--- src/rtl/uvmt_cv32e40s_sat_counter.sv ---
// Saturating up-counter used for the per-class error tallies.
// Sticks at all-ones instead of wrapping.
module uvmt_cv32e40s_sat_counter #(
    parameter int WIDTH = 16
) (
    input  logic             clk,
    input  logic             clear,
    input  logic             inc,
    output logic [WIDTH-1:0] count
);

    always_ff @(posedge clk) begin
        if (clear) begin
            count <= '0;
        end else if (inc && (count != {WIDTH{1'b1}})) begin
            count <= count + 1'b1;
        end
    end

endmodule

--- config.mk ---
export PLATFORM = sky130hd
export DESIGN_NAME = uvmt_cv32e40s_sat_counter
export DESIGN_NICKNAME = d
export VERILOG_FILES = /design/src/rtl/uvmt_cv32e40s_sat_counter.sv
export SDC_FILE = /design/constraint.sdc
export NUM_CORES = 1
export LEC_CHECK = 0
export ABC_AREA = 1
export CORE_MARGIN = 2
export CORE_UTILIZATION = 35
export CTS_BUF_LIST = sky130_fd_sc_hd__clkbuf_2
export CTS_CLUSTER_DIAMETER = 100
export DETAILED_ROUTE_END_ITERATION = 8
export PLACE_DENSITY_LB_ADDON = 0.08
export SKIP_CTS_REPAIR_TIMING = 1
export SLEW_MARGIN = 20
export SYNTH_ARGS = -nofsm -noshare
export SYNTH_HDL_FRONTEND = slang
export SYNTH_SLANG_ARGS = --single-unit
--- constraint.sdc ---
create_clock -name clk -period 1.4 [get_ports clk]
set_input_delay 0.14 -clock clk [delete_from_list [all_inputs] [get_ports clk]]
set_output_delay 0.14 -clock clk [all_outputs]
set_load 0.01 [all_outputs]
==> key figures, run 1 <==
Floorplan
  • Chip width: between 50 and 60 um
  • # rows: 18
  • Initial Util: 0.372
  • Core area: between 2000 and 2500 um2
  • Die ar.: roughly 3100 um2
  • Die Ht: approximately 56 um
  • Io pins: 19

Yosys
  • EDFF count, synth: 0
  • Synth top area cells: dfxtp_1, nand2_1, nor2_1
  • Gate Count Post-Synth: roughly 150
  • Yosys top cell by area: dfxtp_1
  • Post-synth ARST share: 0
  • Synthesized area: about 930 um2
  • Synthesized Nets: roughly 150
  • Dominant synthesized flop cell: dfxtp_1
  • Area share of the largest cell type after synthesis: 0.345
  • Seq cells post-synth: 16
  • Unique masters post-synth: 16
  • Mean area per synthesized cell: 6.24 um2
  • Synth warn: 0
  • Seq/Total Area, Yosys: 0.345

Worst hold path
  • Hold Path Class: flop to flop

Route
  • DR iter-0 viols: 33
  • Drt pass-1 iters: 4
  • Antenna Nets Post-Route: 0
  • Vias/cell: between 4 and 5
  • Via Count: about 1,100
  • Routed len/inst: approximately 12 um
  • Drt drc: 0
  • WL final: approximately 2500 um

Worst setup path
  • WP buf/inv: 1
  • CP delay by family, top: buffers and inverters
  • Largest fanout on the critical path: 4
  • R2r setup slk: about 0.05 ns
  • Worst EP required: approximately 1.3 ns
  • Worst-path cell chain: clkdlybuf4s50_1
  • CP Capture Type: output port
  • Crit-path max cell delay: roughly 0.54 ns
  • Crit start category: flop
  • Critical setup path kind: flop to output port
  • WP data arrival: 1.23 ns
  • Slowest CP cell: clkdlybuf4s50_1

GRT
  • Total Routing Usage GR: 0.157
  • Vias in the first global route: about 940
  • Gr ovfl total: 0
  • First-pass GRT wire length: 3940 um
  • Pin count of the biggest net entering global routing: 17
  • Initial antenna violation count: 0

STA
  • Tmin final: ~1.4 ns
  • Final period util: 0.977
  • Worst rel slew slack: 0.807
  • Final hold viol count: 0
  • Setup WS post-layout: between 0.03 and 0.04 ns
  • Clk_skew: approximately 0.0056 ns
  • F_max: between 700 and 800 MHz
  • Measured slew at the worst slew-check pin: approximately 0.29 ns
  • Slew Viols, Final: 0
  • Setup TNS: 0 ns
  • Min Hold Slack: between 0.5 and 0.6 ns
  • Final setup violation count: 0
  • Unrepaired setup endpoints after global routing: yes

Clock network
  • Clock root cell: clkbuf_2
  • Clock Path Buffers: 2
  • CTS Buf Count: 3
  • Clock latency on the worst-skew pair: around 0.29 ns
  • Clock transition at path regs: roughly 0.15 ns
  • TritonCTS clock tree: yes
  • Htree depth: 1
  • CTS sink cnt: 16

Status
  • Status: completed

Flow run
  • Max Cap Violations: 0

Pwr
  • Power density over the cells: 533 nW/um2
  • P_leak: just under 0.8 nW
  • Total power: roughly 0.75 mW
  • VDD IR max: between 0.4 and 0.5 mV

Final layout
  • Post-Layout Inst Area: around 1400 um2
  • Most flop-heavy register: count
  • Fillers: between 200 and 300
  • Layout cells sized above 1: 0.319
  • Regs by FF count: count (16)
  • Cell Count, Final, Fillers Out: ~220
  • Max FFs per register: 16
  • Final core utilization: 0.560
  • Final #Nets: 191
  • Area delta synth->final: 50.6%
  • ANT cells: 0

Placed design
  • DP Wirelength: between 1500 and 2000 um
  • # placed instances: between 200 and 250
  • IO Port Bufs: 18
  • Placed Area: about 1200 um2
  • Gpl congestion: around 0.81
  • Pre-CTS setup slack: -0.0597 ns
-- routing by layer --
| metal | track usage | up-vias | part of all wire |
|---|---|---|---|
| met4 | 0.0836 | 0 | 0.033 |
| li1 | - | 537 | - |
| met5 | 0 | - | 0 |
| met3 | 0.0258 | 11 | 0.039 |
| met2 | 0.238 | 30 | 0.47 |
| met1 | 0.213 | 476 | 0.46 |
-- path summary, 6_finish.rpt --
path,from,end,depth (start not counted)
max,count[14],count[14],1
min,count[15],count[15],2
max reg2reg,count[0],count[10],6
min reg2reg,count[15],count[15],2
-- power by group --
part	switching (mW)	internal, mW
clock	0.150	0.0584
combinational	0.0396	0.0412
sequential	0.00509	0.452
-- cell families (layout without fill, tap and decap cells) --
group | Yosys count | in the layout | share of synthesized area
AOI/OAI and AO/OA | 7 | 7 | 0.0377
adders and majority gates | 1 | 1 | 0.0135
buffers and inverters | 12 | 48 | 0.0538
DFF | 16 | 16 | 0.345
and+or+nand+nor | 113 | 113 | 0.550
-- Yosys cell counts, types with 2 or more instances --
cell type / number
a21oi_1: 7
dfxtp_1: 16
inv_1: 10
nand2_1: 46
nand2_2: 2
nand3_1: 12
nand4_1: 3
nor2_1: 35
nor2_2: 10
nor2_4: 2
-- placed cells by master (no fill, tap or decap), types with 3 or more instances in the layout --
master and count:
a21oi_1 6, buf_4 17, clkbuf_2 3, clkdlybuf4s50_1 7, dfxtp_2 10, dfxtp_4 5, dlymetal6s2s_1 11, inv_1 9
nand2_1 43, nand2_4 3, nand3_1 12, nand4_1 3, nor2_1 33, nor2_2 9, nor2_4 5
-- area by class of cell --
class / count / area (um2) / area share
multi-input combinational: 121 / 623 / 0.445
sequential: 16 / 352 / 0.251
timing repair buffer: 35 / 335 / 0.240
inverter: 10 / 37.5 / 0.0268
tap: 30 / 37.5 / 0.0268
clock buffer: 3 / 15.0 / 0.0107
Note: power is estimated with default switching activity, not from simulation.
==> run 2, diff against run 1 <==
--- a/config.mk
+++ b/config.mk
@@ -7,7 +7,7 @@
 export LEC_CHECK = 0
 export ABC_AREA = 1
 export CORE_MARGIN = 2
-export CORE_UTILIZATION = 35
+export CORE_UTILIZATION = 52
 export CTS_BUF_LIST = sky130_fd_sc_hd__clkbuf_2
 export CTS_CLUSTER_DIAMETER = 100
 export DETAILED_ROUTE_END_ITERATION = 8
==> key figures, run 2 (same netlist as run 1, synthesis figures left out) <==
STA
  • Final setup violation count: 0
  • Setup TNS: 0 ns
  • Tmin final: approximately 1.4 ns
  • Clk_skew: ~0.0076 ns
  • Slew Viols, Final: 0
  • Final hold viol count: 0
  • F_max: approximately 730 MHz
  • Final period util: 0.980
  • Setup WS post-layout: 0.0287 ns
  • Unrepaired setup endpoints after global routing: yes
  • Worst rel slew slack: 0.799
  • Measured slew at the worst slew-check pin: about 0.3 ns

Floorplan
  • Chip width: 46.3 um
  • Io pins: 19
  • # rows: 15
  • Initial Util: 0.544
  • Die Ht: between 40 and 50 um
  • Die ar.: 2140 um2
  • Core area: between 1500 and 2000 um2

Worst setup path
  • Critical setup path kind: flop to flop
  • CP Capture Type: flop
  • Crit start category: flop
  • Largest fanout on the critical path: 5
  • WP data arrival: roughly 1.6 ns
  • Worst EP required: roughly 1.6 ns

GRT
  • Vias in the first global route: approximately 860
  • Total Routing Usage GR: 0.249
  • Initial antenna violation count: 0
  • Pin count of the biggest net entering global routing: 17
  • Gr ovfl total: 0
  • First-pass GRT wire length: 3720 um

Final layout
  • Final core utilization: 0.788
  • Most common cell after layout, fill and taps aside: nand2_1
  • ANT cells: 0
  • Max FFs per register: 16
  • Most flop-heavy register: count
  • Regs by FF count: count (16)
  • Area delta synth->final: 44.8%
  • Layout cells sized above 1: 0.263
  • Final #Nets: between 150 and 200
  • Commonest cells after routing, fill and taps aside: nand2_1, nor2_1, dlymetal6s2s_1
  • Post-Layout Inst Area: ~1300 um2

Clock network
  • Htree depth: 1
  • CTS Buf Count: 3
  • Clock root cell: clkbuf_2
  • CTS sink cnt: 16
  • Clock latency on the worst-skew pair: 0.31 ns
  • TritonCTS clock tree: yes
  • Clock Path Buffers: 2
  • Clock transition at path regs: between 0.15 and 0.2 ns

Placed design
  • Gpl congestion: about 0.9
  • Placed Area: about 1200 um2
  • DP Wirelength: between 1500 and 2000 um
  • Pre-CTS setup slack: -0.117 ns
  • IO Port Bufs: 18

Pwr
  • VDD IR max: 0.429 mV
  • Power density over the cells: ~560 nW/um2
  • P_leak: roughly 0.82 nW
  • Total power: ~0.75 mW

Route
  • Antenna Nets Post-Route: 0
  • Via Count: slightly above 1,000
  • Drt drc: 0
  • WL final: 2430 um
  • Drt pass-1 iters: 4
  • Vias/cell: around 5.1
  • Routed len/inst: roughly 12 um
  • DR iter-0 viols: 31

Status
  • Status: completed

Flow run
  • Max Cap Violations: 0

Worst hold path
  • Hold Path Class: flop to flop
-- run 2: critical path, stage by stage (launching register included) --
cell     delay [ns]
dfxtp_4        0.40
ha_4           0.14
inv_2          0.04
nor2_4         0.13
nand4_1        0.28
a21oi_1        0.24
nor2_1         0.06
-- run 2: cell type report --
type	count	area [um2]
tap	25	31.3
fill	139	362
clock buffer	3	15.0
timing repair buffer	29	303
multi-input combinational	121	606
inverter	10	37.5
sequential	16	354
-- run 2: through the flow --
step                hold WS (ns)  std cells
finish                     0.525        204
global route               0.553        204
CTS                        0.548        203
detailed placement         0.529        200
global placement           0.514        200
floorplan                  0.353        149
-- run 2: worst paths after layout --
kind,startpoint,endpoint,slack [ns],cells after the start
hold / removal,count[13],count[13],0.52,2
setup / recovery,count[0],count[14],0.03,6
hold reg to reg,count[13],count[13],0.52,2
setup reg to reg,count[0],count[14],0.03,6
-- run 2: layer usage --
metal	vias up	wire, um	track usage
li1	526	-	-
met1	463	954	0.306
met2	40	1270	0.411
met3	7	140	0.0510
met4	0	61	0.120
met5	-	0	0
-- run 2: power by group --
part,switching [mW],internal (mW),leakage (nW)
clock,0.153,0.0584,0.0125
sequential,0.00684,0.450,0.138
combinational,0.0394,0.0409,0.674
